<file path="src/rtl/load_store_queue.sv">
// load_store_queue: in-order load/store queue between dispatch, CDB/RoB and memory.
// Entries snoop the CDB for operands. The head issues one memory transaction at a
// time. Loads issue once their operands are ready. Stores also wait until their
// RoB tag is the RoB head. A flush while a transaction is in flight drains that
// transaction without writing the RoB.
// Build option LSQ_IO_GUARD_EN: a load whose address is >= 32'h0003_0000 also
// waits for the RoB head, so no speculative I/O read is issued.
module load_store_queue #(
    parameter int LSQ_WIDTH = 3,
    parameter int RoB_WIDTH = 3
) (
    input  logic                 clk_in,
    input  logic                 rst_in,
    input  logic                 rdy_in,
    input  logic                 new_entry_en,
    input  logic [RoB_WIDTH-1:0] new_entry_RoBIndex,
    input  logic [6:0]           new_entry_opcode,
    input  logic [31:0]          new_entry_imm,
    input  logic [31:0]          new_entry_Vj,
    input  logic [31:0]          new_entry_Vk,
    input  logic [RoB_WIDTH:0]   new_entry_Qj,
    input  logic [RoB_WIDTH:0]   new_entry_Qk,
    input  logic                 RoB_update_en,
    input  logic [RoB_WIDTH-1:0] RoB_update_index,
    input  logic [31:0]          RoB_update_data,
    input  logic [RoB_WIDTH:0]   RoB_headIndex,
    input  logic                 flush_signal,
    input  logic                 mem_reply_en,
    input  logic [31:0]          mem_reply_data,
    output logic                 mem_query_en,
    output logic                 mem_query_type,
    output logic [31:0]          mem_query_addr,
    output logic [1:0]           mem_data_width,
    output logic [31:0]          mem_query_data,
    output logic                 RoB_write_en,
    output logic [RoB_WIDTH-1:0] RoB_write_index,
    output logic [31:0]          RoB_write_data,
    output logic                 isFull
);

    localparam int unsigned        LSQ_SIZE   = 1 << LSQ_WIDTH;
    localparam logic [RoB_WIDTH:0] NON_DEP    = {1'b1, {RoB_WIDTH{1'b0}}};
    localparam logic [LSQ_WIDTH:0] FULL_COUNT = {1'b1, {LSQ_WIDTH{1'b0}}};

    localparam logic [6:0] OP_LB  = 7'd11;
    localparam logic [6:0] OP_LH  = 7'd12;
    localparam logic [6:0] OP_LBU = 7'd14;
    localparam logic [6:0] OP_LHU = 7'd15;
    localparam logic [6:0] OP_SB  = 7'd16;
    localparam logic [6:0] OP_SH  = 7'd17;
    localparam logic [6:0] OP_SW  = 7'd18;

    typedef enum logic [1:0] {IDLE, WAIT_MEM, DRAIN} state_t;

    state_t state_q, state_d;

    // Entry storage
    logic                 busy        [LSQ_SIZE];
    logic                 is_store    [LSQ_SIZE];
    logic [1:0]           width       [LSQ_SIZE];
    logic                 is_unsigned [LSQ_SIZE];
    logic [31:0]          vj          [LSQ_SIZE];
    logic [31:0]          vk          [LSQ_SIZE];
    logic [RoB_WIDTH:0]   qj          [LSQ_SIZE];
    logic [RoB_WIDTH:0]   qk          [LSQ_SIZE];
    logic [31:0]          imm         [LSQ_SIZE];
    logic [RoB_WIDTH-1:0] rob_tag     [LSQ_SIZE];

    logic [LSQ_WIDTH-1:0] head, tail;
    logic [LSQ_WIDTH:0]   count;

    logic                 dec_store, dec_unsigned;
    logic [1:0]           dec_width;
    logic [31:0]          new_vj, new_vk;
    logic [RoB_WIDTH:0]   new_qj, new_qk;
    logic [RoB_WIDTH:0]   cdb_tag;
    logic                 dispatch, retire;
    logic                 head_ready, head_at_rob, io_block, can_issue;
    logic [31:0]          head_addr, store_data, load_result;

    logic                 q_en_d, q_type_d;
    logic [31:0]          q_addr_d, q_data_d;
    logic [1:0]           q_width_d;
    logic                 wr_en_d;
    logic [RoB_WIDTH-1:0] wr_idx_d;
    logic [31:0]          wr_data_d;

    assign isFull   = (count == FULL_COUNT);
    assign cdb_tag  = {1'b0, RoB_update_index};
    assign dispatch = new_entry_en && !isFull && !flush_signal;

    assign head_ready  = busy[head] && (qj[head] == NON_DEP) && (qk[head] == NON_DEP);
    assign head_addr   = vj[head] + imm[head];
    assign head_at_rob = (RoB_headIndex == {1'b0, rob_tag[head]});

`ifdef LSQ_IO_GUARD_EN
    assign io_block = !is_store[head] && (head_addr >= 32'h0003_0000) && !head_at_rob;
`else
    assign io_block = 1'b0;
`endif

    assign can_issue = head_ready && (is_store[head] ? head_at_rob : !io_block);

    // Decode the dispatched opcode; unknown opcodes behave as lw
    always_comb begin
        dec_store    = 1'b0;
        dec_width    = 2'd2;
        dec_unsigned = 1'b0;
        case (new_entry_opcode)
            OP_LB:  dec_width = 2'd0;
            OP_LH:  dec_width = 2'd1;
            OP_LBU: begin dec_width = 2'd0; dec_unsigned = 1'b1; end
            OP_LHU: begin dec_width = 2'd1; dec_unsigned = 1'b1; end
            OP_SB:  begin dec_width = 2'd0; dec_store = 1'b1; end
            OP_SH:  begin dec_width = 2'd1; dec_store = 1'b1; end
            OP_SW:  dec_store = 1'b1;
            default: ;
        endcase
    end

    // Resolve dispatched operands against the CDB in the same cycle
    always_comb begin
        new_vj = new_entry_Vj;
        new_qj = new_entry_Qj;
        new_vk = new_entry_Vk;
        new_qk = new_entry_Qk;
        if (RoB_update_en && (new_entry_Qj == cdb_tag)) begin
            new_vj = RoB_update_data;
            new_qj = NON_DEP;
        end
        if (RoB_update_en && (new_entry_Qk == cdb_tag)) begin
            new_vk = RoB_update_data;
            new_qk = NON_DEP;
        end
    end

    // Width-adjust head store data and the returning load data
    always_comb begin
        store_data  = vk[head];
        load_result = mem_reply_data;
        case (width[head])
            2'd0: begin
                store_data  = {24'h0, vk[head][7:0]};
                load_result = is_unsigned[head] ? {24'h0, mem_reply_data[7:0]}
                                                : {{24{mem_reply_data[7]}}, mem_reply_data[7:0]};
            end
            2'd1: begin
                store_data  = {16'h0, vk[head][15:0]};
                load_result = is_unsigned[head] ? {16'h0, mem_reply_data[15:0]}
                                                : {{16{mem_reply_data[15]}}, mem_reply_data[15:0]};
            end
            default: ;
        endcase
    end

    // Next state, next registered outputs and head retire
    always_comb begin
        state_d   = state_q;
        q_en_d    = mem_query_en;
        q_type_d  = mem_query_type;
        q_addr_d  = mem_query_addr;
        q_width_d = mem_data_width;
        q_data_d  = mem_query_data;
        wr_en_d   = 1'b0;
        wr_idx_d  = RoB_write_index;
        wr_data_d = RoB_write_data;
        retire    = 1'b0;
        case (state_q)
            IDLE: begin
                if (!flush_signal && can_issue) begin
                    q_en_d    = 1'b1;
                    q_type_d  = is_store[head];
                    q_addr_d  = head_addr;
                    q_width_d = width[head];
                    q_data_d  = is_store[head] ? store_data : 32'h0;
                    state_d   = WAIT_MEM;
                end
            end
            WAIT_MEM: begin
                if (mem_reply_en) begin
                    q_en_d  = 1'b0;
                    state_d = IDLE;
                    if (!flush_signal) begin
                        wr_en_d   = 1'b1;
                        wr_idx_d  = rob_tag[head];
                        wr_data_d = is_store[head] ? 32'h0 : load_result;
                        retire    = 1'b1;
                    end
                end else if (flush_signal) begin
                    state_d = DRAIN;
                end
            end
            DRAIN: begin
                if (mem_reply_en) begin
                    q_en_d  = 1'b0;
                    state_d = IDLE;
                end
            end
            default: state_d = IDLE;
        endcase
    end

    // FSM state and memory/RoB output registers
    always_ff @(posedge clk_in or negedge rst_in) begin
        if (!rst_in) begin
            state_q         <= IDLE;
            mem_query_en    <= 1'b0;
            mem_query_type  <= 1'b0;
            mem_query_addr  <= '0;
            mem_data_width  <= '0;
            mem_query_data  <= '0;
            RoB_write_en    <= 1'b0;
            RoB_write_index <= '0;
            RoB_write_data  <= '0;
        end else if (rdy_in) begin
            state_q         <= state_d;
            mem_query_en    <= q_en_d;
            mem_query_type  <= q_type_d;
            mem_query_addr  <= q_addr_d;
            mem_data_width  <= q_width_d;
            mem_query_data  <= q_data_d;
            RoB_write_en    <= wr_en_d;
            RoB_write_index <= wr_idx_d;
            RoB_write_data  <= wr_data_d;
        end
    end

    // Queue storage: CDB snoop, dispatch at tail, retire at head, flush
    always_ff @(posedge clk_in or negedge rst_in) begin
        if (!rst_in) begin
            for (int unsigned i = 0; i < LSQ_SIZE; i++) begin
                busy[i]        <= 1'b0;
                is_store[i]    <= 1'b0;
                width[i]       <= '0;
                is_unsigned[i] <= 1'b0;
                vj[i]          <= '0;
                vk[i]          <= '0;
                qj[i]          <= NON_DEP;
                qk[i]          <= NON_DEP;
                imm[i]         <= '0;
                rob_tag[i]     <= '0;
            end
            head  <= '0;
            tail  <= '0;
            count <= '0;
        end else if (rdy_in) begin
            if (flush_signal) begin
                for (int unsigned i = 0; i < LSQ_SIZE; i++) begin
                    busy[i] <= 1'b0;
                end
                head  <= '0;
                tail  <= '0;
                count <= '0;
            end else begin
                for (int unsigned i = 0; i < LSQ_SIZE; i++) begin
                    if (busy[i] && RoB_update_en) begin
                        if (qj[i] == cdb_tag) begin
                            vj[i] <= RoB_update_data;
                            qj[i] <= NON_DEP;
                        end
                        if (qk[i] == cdb_tag) begin
                            vk[i] <= RoB_update_data;
                            qk[i] <= NON_DEP;
                        end
                    end
                end
                if (dispatch) begin
                    busy[tail]        <= 1'b1;
                    is_store[tail]    <= dec_store;
                    width[tail]       <= dec_width;
                    is_unsigned[tail] <= dec_unsigned;
                    vj[tail]          <= new_vj;
                    vk[tail]          <= new_vk;
                    qj[tail]          <= new_qj;
                    qk[tail]          <= new_qk;
                    imm[tail]         <= new_entry_imm;
                    rob_tag[tail]     <= new_entry_RoBIndex;
                    tail              <= tail + 1'b1;
                end
                if (retire) begin
                    busy[head] <= 1'b0;
                    head       <= head + 1'b1;
                end
                case ({dispatch, retire})
                    2'b10:   count <= count + 1'b1;
                    2'b01:   count <= count - 1'b1;
                    default: ;
                endcase
            end
        end
    end

endmodule
</file>
<file path="config.mk">
export PLATFORM = sky130hd
export DESIGN_NAME = load_store_queue
export DESIGN_NICKNAME = d
export VERILOG_FILES = /design/src/rtl/load_store_queue.sv
export SDC_FILE = /design/constraint.sdc
export NUM_CORES = 2
export LEC_CHECK = 0
export BUFFER_PORTS_ARGS = -buffer_cell sky130_fd_sc_hd__buf_2
export CORE_MARGIN = 2
export CORE_UTILIZATION = 58
export DETAILED_ROUTE_END_ITERATION = 6
export PLACE_DENSITY = 0.81
export SLEW_MARGIN = 20
export SYNTH_ARGS = -nofsm -noshare
export SYNTH_HDL_FRONTEND = slang
export SYNTH_SLANG_ARGS = --single-unit
</file>
<file path="constraint.sdc">
create_clock -name clk_in -period 6 [get_ports clk_in]
set_clock_uncertainty 0.1 [all_clocks]
set_input_delay 1.2 -clock clk_in [delete_from_list [all_inputs] [get_ports clk_in]]
set_output_delay 1.2 -clock clk_in [all_outputs]
set_load 0.02 [all_outputs]
</file>
# Word level (Yosys, flattened, before mapping)
# Cells that the tools add are included.
# totals
latchBits,0
mem_bits_rw,0
memories,0
inputBits,192
regBits,1012
romBits,0
# classes
addsub,5
mul,0
bitwise_logic,6
shifts,0
order_cmp,4
reduce_logical,40
eq_ne,38
div,0
muxes,219
# ops
op,count
$mux 32,79
$bwmux 256,3
$mux 256,2
$bmux 32 s3,3
$mux 4,72
$pmux 32 s2,2
$demux 32 s3,1
$eq 4x3->1,19
$bwmux 32,2
$mux 8,5
$add 32x32->32,1
$eq 7x4->1 const B,4
$bmux 4 s3,2
$bwmux 24,1
$eq 7x5->1 const B,3
$mux 3,7
$logic_and 1x1->1,18
$bwmux 16,1
$bwmux 8,2
$mux 1,16
$mux 2,7
$demux 4 s3,1
$eq 4x4->1 const B,3
$reduce_and 4->1,3
33 further kinds,55

# Logic depth before layout (Yosys ltp)
# logic_depth
ltp_word,12
ltp_mapped,21
depth_no_buf,16

# Least setup slack after synthesis
# OpenSTA, ideal clock, no wires.
# synth_timing
path_kind,register -> register
startpoint,reg head[0]
endpoint,reg mem_query_addr[30]
arrival_ns,4.847
path_stages_with_launch,22
period_less_slack_ns,5.012
slack_ns,0.988
setup_time_ns,0.065
required_ns,5.835
cell_sequence,dfrtp_1 -> buf_2 -> buf_4 -> buf_2 -> buf_2 -> buf_2 -> buf_2 -> buf_1 -> clkbuf_1 -> nand2_1 -> nand3_1 -> ha_1 -> inv_1 -> fa_1 -> nand2b_1 -> a21oi_1 -> o211ai_1 -> a31oi_1 -> o211ai_1 -> and2_1 -> a2111oi_0 -> a21o_1
# synth_between
elab_chain_cells,10
elab_cells_between_ends,32
cone_classes,1 x add/sub; 3 x eq/ne; 22 x mux; 1 x bitwise; 5 x reduce/logical
# synth_rtl
item,line,rtl
"start, declared",69,"logic [LSQ_WIDTH-1:0] head, tail;"
"start signal, assigned",282,head <= head + 1'b1;
$not 3->4 (implied by the code) (*),n/a,
branches (longest 9 deep; another with $add 32x32->32),n/a,
"end signal, assigned",219,mem_query_addr <= q_addr_d;
"end, declared",32,"output logic [31:0] mem_query_addr,"
# Mark *: on every way between the ends. The select of a mux whose other input is x is not followed.
# A chain may end at the register's enable or synchronous reset.

# Worst setup path in the final report
# layout_timing
startpoint,reg head[2]
endpoint,reg mem_query_addr[30]
# Same word-level chain as after synthesis.

==> metrics.md <==
| Metric | Value |
|---|---|
| Accumulated negative setup slack | `0 ns` |
| Critical path arrival | `6.21 ns` |
| Worst-path clk slew | `0.06 ns` |
| Status | `finished, final reports clean` |
| Die Area | `91000 um2` |
| First-pass GRT wire length | `287 mm` |
| Avg Inst Size Synth | `9.54 um2` |
| Die Width | `302 um` |
| Pin count of the biggest net entering global routing | `206` |
| Clock Path Buffers | `3` |
| DR iter-0 viols | `8397` |
| Crit Path Max Fanout | `46` |
| Crit-path leading delay family | `compound AO/OA/AOI/OAI gates` |
| Htree depth | `3` |
| Fmax | `176 MHz` |
| Worst r2r path cells | `15` |
| Hold Vio Cnt, Final | `0` |
| Post-synthesis cell type count | `82` |
| Leak pwr | `25.8 nW` |
| Post-Syn Area | `51400 um2` |
| Post-synth ARST share | `100%` |
| Pre-CTS setup slack | `0.535 ns` |
| Flop-to-flop setup slack | `0.32 ns` |
| Slew @ Worst Pin | `1.26 ns` |
| Endpoint, Worst Hold | `imm[253]` |
| FP Rows | `109` |
| Worst-Skew Late Latency | `0.68 ns` |
| Cells after Synth | `5391` |
| Post-CTS sizing | `0` |
| Die height | `302 um` |
| Final setup violating endpoints | `0` |
| Vias post-DR | `48300` |
| Root Buffer | `clkbuf_16` |
| GP Congestion | `0.954` |
| WP buf/inv | `1` |
| Startpoint Class | `flop` |
| WHS Path Cells | `2` |
| Pwr dens | `445 nW/um2` |
| Hold-fix buffer count after cts | `0` |
| Area delta synth->final | `11.8%` |
| Rel. slew slack | `15.9%` |
| WL per Instance | `28.8 um` |
| Vias/cell | `7.23` |
| Most frequent CP cell | `o211ai_1` |
| Critical path class | `reg -> reg` |
| CTS Buf Count | `105` |
| CTS tree | `done` |
| Stages on worst setup path | `15` |
| GRT overflow | `0` |
| Max_cap viols | `0` |
| IO Pins | `297` |
| Post-layout min period | `5.68 ns` |
| Worst Setup Slack, final | `0.315 ns` |
| Post-Route WL | `192 mm` |
| Req. time, crit path | `6.52 ns` |
| Unrepaired setup endpoints after global routing | `no` |
| Clk sinks | `1012` |
| Post CTS Setup Buffer Count | `0` |
| Worst setup EP type | `flop` |
| Min-Delay Path Class | `reg -> reg` |
| Initial core utilization | `58.4%` |
| Syn Nets | `5624` |
| Post-DRT Antenna Nets | `0` |
| GRT Util Overall | `41.6%` |
| Final Net Count | `5643` |
| Initial antenna violation count | `30` |
| Min-delay src | `imm[253]` |
| Slew Viols, Final | `0` |
| Detailed placement HPWL | `115 mm` |
| Crit share post-route | `94.7%` |
| Core area | `88100 um2` |
| CP max stage cell | `dfrtp_4` |
| Core Util, Final | `65.2%` |
| Max incr delay on CP | `0.95 ns` |
| Reg2reg end | `mem_query_addr[30]` |
| Vias in the first global route | `47400` |
| Register bit total from synthesis | `1012` |
| Drt drc | `0` |
| VDD IR max | `0.269 mV` |
| Predominant post-synthesis flop cell | `dfrtp_1` |
| CP cell instances | `nand2_1 > nor2_2 > a221oi_1 > o21ai_0 > ha_1 > inv_1 > fa_1 > nand2b_1 > a21oi_1 > o211ai_1 > a31oi_1 > o211ai_1 > and2_1 > a2111oi_0 > a21o_1` |
| YS warnings | `0` |
| Buffers on Ports | `296` |
| Reg2reg start | `head[2]` |
| EDFF count, synth | `0` |
| Fraction of layout instances using a drive strength above 1 | `15.3%` |
| Post-synthesis sequential area ratio | `49.3%` |
| First-pass iteration count of the detailed router | `7` |
placed cells by master, fill, tap and decap left out, drive strengths merged, types with 16 or more instances in the layout:
cell    count
o22a      186
a21o       19
a22oi      47
nor2b      18
nor2      452
diode      18
nand3      69
clkbuf    162
a22o       28
buf       434
inv        70
nor3      228
mux2       67
o22ai      78
a211oi    135
a221oi    304
mux2i      94
nand2    1092
o21a       16
dfrtp     996
dfstp      16
clkinv     16
o31ai      19
o21ai     187
ha         39
a311oi    125
xor2       36
xnor2      43
mux4       84
a21oi     266
where the power goes:
part           switching (mW)  total [mW]  internal, mW
Clock                    2.86        7.00          4.14
Sequential               1.62        10.9          9.24
Combinational            4.33        7.73          3.40
Total                    8.82        25.6          16.8
worst max path at each step:
stage                       start                 end
after floorplan           head[0]  mem_query_addr[30]
after global placement    head[2]  mem_query_addr[30]
after detailed placement  head[2]  mem_query_addr[30]
after CTS                 head[2]  mem_query_addr[30]
after global routing      head[2]  mem_query_addr[30]
final                     head[2]  mem_query_addr[30]
metrics by stage:
step	hold WS (ns)	power [mW]	std cells	instance area (um2)
6_report	0.373	25.6	6683	57500
5_1_grt	0.388	26.7	6677	57500
4_1_cts	0.372	25.3	6664	57400
3_5_place_dp	0.357	18.3	6467	53800
3_3_place_gp	0.350	18.0	6467	53800
2_1_floorplan	0.338	15.9	5391	51400
state kept, by name, indices dropped and copies added, names as in the netlist, 3 cells and up:
| signal | flops |
|---|---|
| width | 16 |
| is_unsigned | 8 |
| qj | 32 |
| vj | 256 |
| RoB_write_index | 3 |
| mem_query_addr | 32 |
| RoB_write_data | 32 |
| mem_query_data | 32 |
| is_store | 8 |
| qk | 32 |
| rob_tag | 24 |
| head | 3 |
| count | 4 |
| busy | 8 |
| vk | 256 |
| tail | 3 |
| imm | 256 |
synth_stat cells, types with 9 or more instances:
cell type	count	share of area, %
a211oi_1	135	2.0
a21o_1	19	0.28
a21oi_1	266	2.6
a221oi_1	304	5.2
a22o_1	28	0.48
a22oi_1	47	0.69
a311oi_1	125	2.1
a31oi_1	9	0.11
and2_1	15	0.18
buf_1	40	0.29
buf_2	22	0.21
buf_4	40	0.58
clkbuf_1	417	3.0
dfrtp_1	996	48
dfstp_2	16	0.82
ha_1	39	0.95
inv_1	66	0.48
mux2_2	64	1.4
mux2i_1	93	1.8
mux4_2	84	3.7
nand2_1	1091	8.0
nand2b_1	15	0.18
nand3_1	69	0.67
nor2_1	451	3.3
nor2b_1	18	0.22
nor3_1	227	2.2
nor3b_1	10	0.15
nor4_1	13	0.16
o21a_1	16	0.23
o21ai_0	111	1.1
o21ai_1	76	0.74
o22a_1	186	3.2
o22ai_1	78	0.95
o31ai_1	19	0.28
o41ai_2	9	0.28
xnor2_1	43	0.73
xor2_1	36	0.61
metal layers:
metal	global-route usage, %	vias to the layer above	wire (um)
li1	-	19700	-
met1	52.8	23200	66500
met4	26.8	22	13500
met2	60.9	4333	82800
met3	14.2	1075	29300
met5	0.0518	-	151
layout make-up:
type	instances	area, um2
Antenna cell	18	45.0
Clock buffer	162	3090
Clock inverter	35	546
Fill cell	6829	30600
Inverter	67	254
Multi-Input combinational cell	3790	24000
Sequential cell	1012	25400
Tap cell	1165	1460
Timing Repair Buffer	434	2740
worst min-delay path, stage by stage (launching register included):
cell	delay, ns
dfrtp_1	0.34
nand2_1	0.05
nand2_1	0.05
logic make-up (layout without fill, tap and decap cells):
logic type               count (synthesis)  count (layout)  synth area share (%)
AND/OR/NAND/NOR                       1946            1946                  15.6
AO/OA/AOI/OAI                         1479            1479                  21.1
flip-flops                            1012            1012                  49.3
buffers and inverters                  589             698                  4.69
multiplexers                           245             245                  7.00
XOR/XNOR                                79              79                  1.35
adder cells (fa/ha/maj)                 41              41                  1.03
other                                    0              18                     0
Power figures use the tool's default switching activity.
